`config.mk`:
```
export PLATFORM = sky130hd
export DESIGN_NAME = esdi_cmd_sequencer_flat
export DESIGN_NICKNAME = d
export VERILOG_FILES = /design/src/rtl/esdi_cmd_sequencer_if.sv /design/src/rtl/esdi_cmd_sequencer.sv /design/src/flat_wrapper.sv
export SDC_FILE = /design/constraint.sdc
export NUM_CORES = 1
export LEC_CHECK = 0
export BUFFER_PORTS_ARGS = -buffer_cell sky130_fd_sc_hd__buf_2
export CORE_MARGIN = 3
export CORE_UTILIZATION = 50
export DETAILED_ROUTE_END_ITERATION = 8
export GPL_ROUTABILITY_DRIVEN = 0
export GPL_TIMING_DRIVEN = 0
export PLACE_DENSITY = 0.71
export SLEW_MARGIN = 5
export SYNTH_ARGS = -nofsm -noshare
export SYNTH_HDL_FRONTEND = slang
export SYNTH_SLANG_ARGS = --single-unit
```
`constraint.sdc`:
```
create_clock -name aclk -period 3 [get_ports aclk]
set_input_delay 0.6 -clock aclk [delete_from_list [all_inputs] [get_ports aclk]]
set_output_delay 0.6 -clock aclk [all_outputs]
set_load 0.01 [all_outputs]
```
`src/rtl/esdi_cmd_sequencer_if.sv`:
```
// Processor-side command/status handshake bundle
// for the ESDI command sequencer.
interface esdi_cmd_sequencer_if;
  logic        cmd_valid;
  logic [15:0] cmd_word;
  logic        cmd_ready;
  logic        rsp_valid;
  logic [15:0] rsp_word;
  logic        rsp_ready;

  modport master (
    output cmd_valid, cmd_word, rsp_ready,
    input  cmd_ready, rsp_valid, rsp_word
  );

  modport slave (
    input  cmd_valid, cmd_word, rsp_ready,
    output cmd_ready, rsp_valid, rsp_word
  );
endinterface

```
`src/rtl/esdi_cmd_sequencer.sv`:
```
// ESDI serial command receiver / status transmitter
// with odd parity, timeout and attention handling.
module esdi_cmd_sequencer #(
  parameter int SYNC_STAGES    = 2,
  parameter int TIMEOUT_CYCLES = 1000000
) (
  input  logic aclk,
  input  logic aresetn,
  input  logic esdi_transfer_req,
  input  logic esdi_command_data,
  input  logic esdi_drive_selected,
  output logic esdi_transfer_ack,
  output logic esdi_confstat_data,
  output logic esdi_command_complete,
  output logic esdi_attention,
  esdi_cmd_sequencer_if.master proc,
  input  logic attn_set,
  input  logic attn_clr,
  output logic parity_err,
  output logic timeout_err
);

  typedef enum logic [2:0] {
    IDLE, CMD_ACK, CMD_WAIT, EXEC,
    RSP_WAIT, STS_WAIT, STS_SETUP, STS_ACK
  } state_t;

  localparam logic [23:0] TMO_LAST =
    24'(TIMEOUT_CYCLES - 1);

  logic [SYNC_STAGES-1:0] req_sync;
  logic [SYNC_STAGES-1:0] data_sync;
  logic [SYNC_STAGES-1:0] sel_sync;
  logic        req_s, data_s, sel_s;
  logic        req_q, req_edge;
  state_t      state_q, state_d;
  logic        ack_q, ack_d;
  logic        sts_q, sts_d;
  logic        done_q, done_d;
  logic        attn_q, attn_d;
  logic        vld_q, vld_d;
  logic        perr_q, perr_d;
  logic        terr_q, terr_d;
  logic [15:0] word_q, word_d;
  logic [16:0] rx_q, rx_d;
  logic [16:0] tx_q, tx_d;
  logic [4:0]  cnt_q, cnt_d;
  logic [23:0] tmo_q, tmo_d;
  logic        timed, xfer, abort, attn_hit;

  assign req_s    = req_sync[SYNC_STAGES-1];
  assign data_s   = data_sync[SYNC_STAGES-1];
  assign sel_s    = sel_sync[SYNC_STAGES-1];
  assign req_edge = req_s ^ req_q;

  assign timed = (state_q == CMD_ACK)
              || (state_q == CMD_WAIT)
              || (state_q == STS_WAIT)
              || (state_q == STS_ACK);
  assign xfer  = timed || (state_q == STS_SETUP);

  always_comb begin
    state_d  = state_q;
    ack_d    = ack_q;
    sts_d    = sts_q;
    done_d   = done_q;
    vld_d    = vld_q;
    word_d   = word_q;
    rx_d     = rx_q;
    tx_d     = tx_q;
    cnt_d    = cnt_q;
    perr_d   = 1'b0;
    terr_d   = 1'b0;
    attn_hit = 1'b0;
    abort    = 1'b0;
    unique case (state_q)
      IDLE: begin
        cnt_d = '0;
        if (req_s && sel_s) begin
          rx_d    = {rx_q[15:0], data_s};
          ack_d   = 1'b1;
          state_d = CMD_ACK;
        end
      end
      CMD_ACK: if (!req_s) begin
        ack_d = 1'b0;
        cnt_d = cnt_q + 5'd1;
        if (cnt_q == 5'd16) begin
          cnt_d = '0;
          if (^rx_q) begin
            word_d  = rx_q[16:1];
            vld_d   = 1'b1;
            done_d  = 1'b0;
            state_d = EXEC;
          end else begin
            perr_d   = 1'b1;
            attn_hit = 1'b1;
            state_d  = IDLE;
          end
        end else begin
          state_d = CMD_WAIT;
        end
      end
      CMD_WAIT: if (req_s) begin
        rx_d    = {rx_q[15:0], data_s};
        ack_d   = 1'b1;
        state_d = CMD_ACK;
      end
      EXEC: if (proc.cmd_ready) begin
        vld_d   = 1'b0;
        state_d = RSP_WAIT;
      end
      RSP_WAIT: if (proc.rsp_valid) begin
        tx_d    = {proc.rsp_word, ~^proc.rsp_word};
        cnt_d   = '0;
        state_d = STS_WAIT;
      end
      STS_WAIT: if (req_s) begin
        sts_d   = tx_q[16];
        tx_d    = {tx_q[15:0], 1'b0};
        state_d = STS_SETUP;
      end
      // data has been on the line one cycle; ack now
      STS_SETUP: begin
        ack_d   = 1'b1;
        state_d = STS_ACK;
      end
      STS_ACK: if (!req_s) begin
        ack_d = 1'b0;
        cnt_d = cnt_q + 5'd1;
        if (cnt_q == 5'd16) begin
          cnt_d   = '0;
          done_d  = 1'b1;
          sts_d   = 1'b0;
          state_d = IDLE;
        end else begin
          state_d = STS_WAIT;
        end
      end
      default: state_d = IDLE;
    endcase

    if (xfer && !sel_s) begin
      abort = 1'b1;
    end else if (timed && !req_edge
                 && tmo_q == TMO_LAST) begin
      abort    = 1'b1;
      terr_d   = 1'b1;
      attn_hit = 1'b1;
    end
    if (abort) begin
      state_d = IDLE;
      ack_d   = 1'b0;
      sts_d   = 1'b0;
      done_d  = 1'b1;
      cnt_d   = '0;
      rx_d    = '0;
      tx_d    = '0;
    end

    if (attn_hit || attn_set) attn_d = 1'b1;
    else if (attn_clr)        attn_d = 1'b0;
    else                      attn_d = attn_q;

    tmo_d = (!timed || req_edge) ? '0
          : tmo_q + 24'd1;
  end

  always_ff @(posedge aclk or negedge aresetn) begin
    if (!aresetn) begin
      req_sync  <= '0;
      data_sync <= '0;
      sel_sync  <= '0;
      req_q     <= 1'b0;
      state_q   <= IDLE;
      ack_q     <= 1'b0;
      sts_q     <= 1'b0;
      done_q    <= 1'b1;
      attn_q    <= 1'b0;
      vld_q     <= 1'b0;
      perr_q    <= 1'b0;
      terr_q    <= 1'b0;
      word_q    <= '0;
      rx_q      <= '0;
      tx_q      <= '0;
      cnt_q     <= '0;
      tmo_q     <= '0;
    end else begin
      req_sync  <= SYNC_STAGES'({req_sync, esdi_transfer_req});
      data_sync <= SYNC_STAGES'({data_sync, esdi_command_data});
      sel_sync  <= SYNC_STAGES'({sel_sync, esdi_drive_selected});
      req_q     <= req_s;
      state_q   <= state_d;
      ack_q     <= ack_d;
      sts_q     <= sts_d;
      done_q    <= done_d;
      attn_q    <= attn_d;
      vld_q     <= vld_d;
      perr_q    <= perr_d;
      terr_q    <= terr_d;
      word_q    <= word_d;
      rx_q      <= rx_d;
      tx_q      <= tx_d;
      cnt_q     <= cnt_d;
      tmo_q     <= tmo_d;
    end
  end

  assign esdi_transfer_ack     = ack_q;
  assign esdi_confstat_data    = sts_q;
  assign esdi_command_complete = done_q;
  assign esdi_attention        = attn_q;
  assign parity_err            = perr_q;
  assign timeout_err           = terr_q;
  assign proc.cmd_valid        = vld_q;
  assign proc.cmd_word         = word_q;
  assign proc.rsp_ready        = (state_q == RSP_WAIT);

endmodule

```
`src/flat_wrapper.sv`:
```
// flat-port wrapper written by rule: the top's interface ports become plain ports
module esdi_cmd_sequencer_flat 
#(
  parameter int SYNC_STAGES    = 2,
  parameter int TIMEOUT_CYCLES = 1000000
)
  (aclk, aresetn, esdi_transfer_req, esdi_command_data, esdi_drive_selected, esdi_transfer_ack, esdi_confstat_data, esdi_command_complete, esdi_attention, attn_set, attn_clr, parity_err, timeout_err, proc_cmd_valid, proc_cmd_word, proc_rsp_ready, proc_cmd_ready, proc_rsp_valid, proc_rsp_word);
  esdi_cmd_sequencer_if proc_i ();
  input  logic aclk;
  input  logic aresetn;
  input  logic esdi_transfer_req;
  input  logic esdi_command_data;
  input  logic esdi_drive_selected;
  output logic esdi_transfer_ack;
  output logic esdi_confstat_data;
  output logic esdi_command_complete;
  output logic esdi_attention;
  input  logic attn_set;
  input  logic attn_clr;
  output logic parity_err;
  output logic timeout_err;
  output wire logic [$bits(proc_i.cmd_valid)-1:0] proc_cmd_valid;
  output wire logic [$bits(proc_i.cmd_word)-1:0] proc_cmd_word;
  output wire logic [$bits(proc_i.rsp_ready)-1:0] proc_rsp_ready;
  input wire logic [$bits(proc_i.cmd_ready)-1:0] proc_cmd_ready;
  input wire logic [$bits(proc_i.rsp_valid)-1:0] proc_rsp_valid;
  input wire logic [$bits(proc_i.rsp_word)-1:0] proc_rsp_word;
  assign proc_cmd_valid = proc_i.cmd_valid;
  assign proc_cmd_word = proc_i.cmd_word;
  assign proc_rsp_ready = proc_i.rsp_ready;
  assign proc_i.cmd_ready = proc_cmd_ready;
  assign proc_i.rsp_valid = proc_rsp_valid;
  assign proc_i.rsp_word = proc_rsp_word;
  esdi_cmd_sequencer #(.SYNC_STAGES(SYNC_STAGES), .TIMEOUT_CYCLES(TIMEOUT_CYCLES)) u_core (.aclk(aclk), .aresetn(aresetn), .esdi_transfer_req(esdi_transfer_req), .esdi_command_data(esdi_command_data), .esdi_drive_selected(esdi_drive_selected), .esdi_transfer_ack(esdi_transfer_ack), .esdi_confstat_data(esdi_confstat_data), .esdi_command_complete(esdi_command_complete), .esdi_attention(esdi_attention), .proc(proc_i), .attn_set(attn_set), .attn_clr(attn_clr), .parity_err(parity_err), .timeout_err(timeout_err));
endmodule
```
==> qor.txt <==
Post-CTS resize count - 0
Post-CTS setup buffers - 0
Port buffer count - 48
Clock sink count - 96
RSZ-0062 raised after global routing - no
Reg-to-Reg Start - u_core.tmo_q[13]$_DFF_PN0_
CTS tree - built
Largest net degree at the start of global routing - 50
Number of max-cap violations - 0
Core area - 9280 um2
Setup WS post-layout - 0.174 ns
Ant. Diodes - 0
Dominant synthesized flop cell - dfrtp_1
Vias in the first global route - 3443
Initial DRC count - 198
CTS max path bufs - 2
First-pass DRT Iterations - 4
Drt total wl - 9.36 mm
Vias - 3398
Yosys cell types - 55
Number of buffers created by CTS - 9
Critical path peak fanout - 10
Tcrit/Tclk final - 94.2%
Delay of the slowest critical-path stage - 0.54 ns
Final Max Tran Viols - 0
Worst-Margin Slew - 0.880 ns
Detailed-placement wirelength estimate - 6.82 mm
Initial antenna violation count - 0
Seq/Total Area, Yosys - 50.2%
Fmax - 354 MHz
Slowest cell on crit path - or4b_1
Worst setup path start - u_core.tmo_q[13]$_DFF_PN0_
Routed Antenna Nets - 0
Clock Skew - 0.0115 ns
WS Path Type - flip-flop to flip-flop
Synth top area cells - dfrtp_1 50%, xnor2_1 6.8%, nand2_1 5.7%, o31ai_2 3.7%, mux2i_1 3.6%
IO Count - 49
Status - finished clean
Most used cell along the critical path - o31ai_2
Yosys warns - 0
Pleak - 2.50 nW
CP bufs+invs - 1
Row count - 35
Placed insts - 641
Die footprint - 10800 um2
GRT overflow - 0
Post-synth net total - 491
PD cells - 693 nW/um2
Worst hold path class - primary input to asynchronous set/reset pin
Cells after Synth - 463
Final Util - 58.2%
Worst hold margin - 0.255 ns
Syn Area/Cell - 10.3 um2
VDD IR max - 0.316 mV
Asr flop ratio synth - 100%
Crit start category - flip-flop
Reg clk slew, reported paths - 0.10 ns
CTS H-tree depth - 3
Crit-path cells - or4b_1 -> or4_4 -> nor4_4 -> o31ai_2 -> buf_2 -> nand2_1 -> o31ai_2
Post-synth EDFFs - 0
Post-route DRC - 0
FF+latch count, synth - 96
Share of the synthesized area in the top cell type - 49.7%
Die Height - 104 um
Slew headroom - 40.8%
Worst-skew pair later-pin latency - 0.36 ns
Ratio of cells with drive above 1 in the final layout - 19.2%
Crit path capture type - flip-flop
Root Buffer - clkbuf_8
Final nets - 551
Die Wd - 104 um
Required @ worst endpoint - 3.24 ns
Final setup viols - 0
Fin cells - 656
Wirelength per Cell - 14.3 um
Initial core utilization - 51.5%
Tmin final - 2.83 ns
Synth-to-Final Area Change - 13.0%
Via density - 5.18
DP Worst Slack - 0.221 ns
Global-route wire length before repair - 16.4 mm
Critical path arrival - 3.06 ns
Final Hold Vio Count - 0
All-layer global routing usage - 18.3%
CP delay by family, top - simple AND/OR/NAND/NOR gates
Mapped cell area - 4780 um2
CTS Hold Bufs - 0
Top cell type by total area after synthesis - dfrtp_1
Setup TNS - 0 ns
Yosys cell counts (3+ instances only):
library cell	n
dfrtp_1	95
nand2_1	73
nor2_1	43
xnor2_1	37
a21oi_1	21
nand3_1	19
mux2i_1	17
xor2_1	16
o31ai_2	14
clkbuf_1	12
inv_1	9
mux2_1	9
nor2b_1	9
mux2_2	8
nor3_1	6
buf_2	5
o21ai_0	5
o31ai_1	5
and3_1	4
buf_6	3
ha_1	3
nand2b_1	3
nor4_1	3
metal layers:
metal / routed length, um / part of all wire, % / vias to the layer above / track usage [%]
met2: 4530 / 48 / 66 / 29.9
li1: - / - / 1697 / -
met3: 372 / 4.0 / 8 / 2.87
met1: 4350 / 46 / 1627 / 25.2
met5: 0 / 0 / - / 0
met4: 105 / 1.1 / 0 / 5.41
kinds of logic (layout without fill, tap and decap cells):
family	after synthesis	in the layout	share of synthesized area [%]
adder cells (fa/ha/maj)	3	3	0.785
AO/OA/AOI/OAI	66	66	10.6
buffers and inverters	32	96	3.19
multiplexers	34	34	7.56
XOR/XNOR	54	54	10.2
AND/OR/NAND/NOR	178	178	17.5
flip-flops	96	96	50.2
worst reg2reg max path: stages, from the launching register on:
cell and delay (ns):
dfrtp_1 0.45, or4b_1 0.54, or4_4 0.51, nor4_4 0.48
o31ai_2 0.29, buf_2 0.27, nand2_1 0.11, o31ai_2 0.06
cells in the final DEF, fill, tap and decap left out, drive strengths merged, types with 2 or more instances in the layout:
cell      netlist  layout
o21ai           7       7
clkinvlp        0       2
nand4           2       2
or2             2       2
nand3          19      19
buf            10      59
o2bb2ai         2       2
xor2           16      16
a311oi          2       2
a211oi          2       2
o211ai          2       2
mux2i          17      17
clkbuf         12      21
or4             2       2
and4            2       2
nor3            6       6
inv            10      12
mux2           17      17
nand2b          3       3
or4b            2       2
a21oi          21      21
o31ai          19      19
and3            4       4
nor2b           9       9
o22ai           2       2
or3             2       2
nor2           43      43
nand2          73      73
ha              3       3
a21o            2       2
nor4            5       5
xnor2          37      37
and2            2       2
dfrtp          95      95
cell type report:
class	instances	area [um2]
Buffer	22	115
Clock buffer	9	124
Clock inverter	6	67.6
Fill cell	812	3880
Inverter	10	37.5
Multi-Input combinational cell	335	2230
Sequential cell	96	2400
Tap cell	129	161
Timing Repair Buffer	49	270
power breakdown:
| group | leakage [nW] | switching, mW | internal [mW] | total (mW) |
|---|---|---|---|---|
| clock | 0.0921 | 0.453 | 0.385 | 0.838 |
| sequential | 1.29 | 0.104 | 1.46 | 1.56 |
| combinational | 1.12 | 0.825 | 0.517 | 1.34 |
stage by stage:
step | instance area [um2] | power (mW)
3_5_place_dp | 5220 | 2.93
2_1_floorplan | 4780 | 2.60
4_1_cts | 5410 | 3.76
5_1_grt | 5410 | 4.00
3_3_place_gp | 5180 | 2.88
6_report | 5410 | 3.74
flip-flops by register name (all words and copies together), names as in the netlist:
signal	cells
u_core.cnt_q	5
u_core.data_sync	2
u_core.esdi_attention	1
u_core.esdi_command_complete	1
u_core.esdi_confstat_data	1
u_core.esdi_transfer_ack	1
u_core.parity_err	1
u_core.proc.cmd_valid	1
u_core.proc.cmd_word	16
u_core.req_q	1
u_core.req_sync	2
u_core.rx_q	17
u_core.sel_sync	2
u_core.state_q	3
u_core.timeout_err	1
u_core.tmo_q	24
u_core.tx_q	17
path summary, 6_finish.rpt:
kind / to / slack (ns) / depth (start not counted)
min reg2reg: u_core.sel_sync[1]$_DFF_PN0_ / 0.35 / 0
min: u_core.timeout_err$_DFF_PN0_ / 0.25 / 1
max in group asynchronous: u_core.esdi_command_complete$_DFFE_PN1P_ / 2.04 / 2
min in group aclk: u_core.req_sync[0]$_DFF_PN0_ / 0.34 / 1
max reg2reg: u_core.tx_q[12]$_DFFE_PN0P_ / 0.17 / 7
max: u_core.tx_q[12]$_DFFE_PN0P_ / 0.17 / 7
Power figures use the tool's default switching activity.
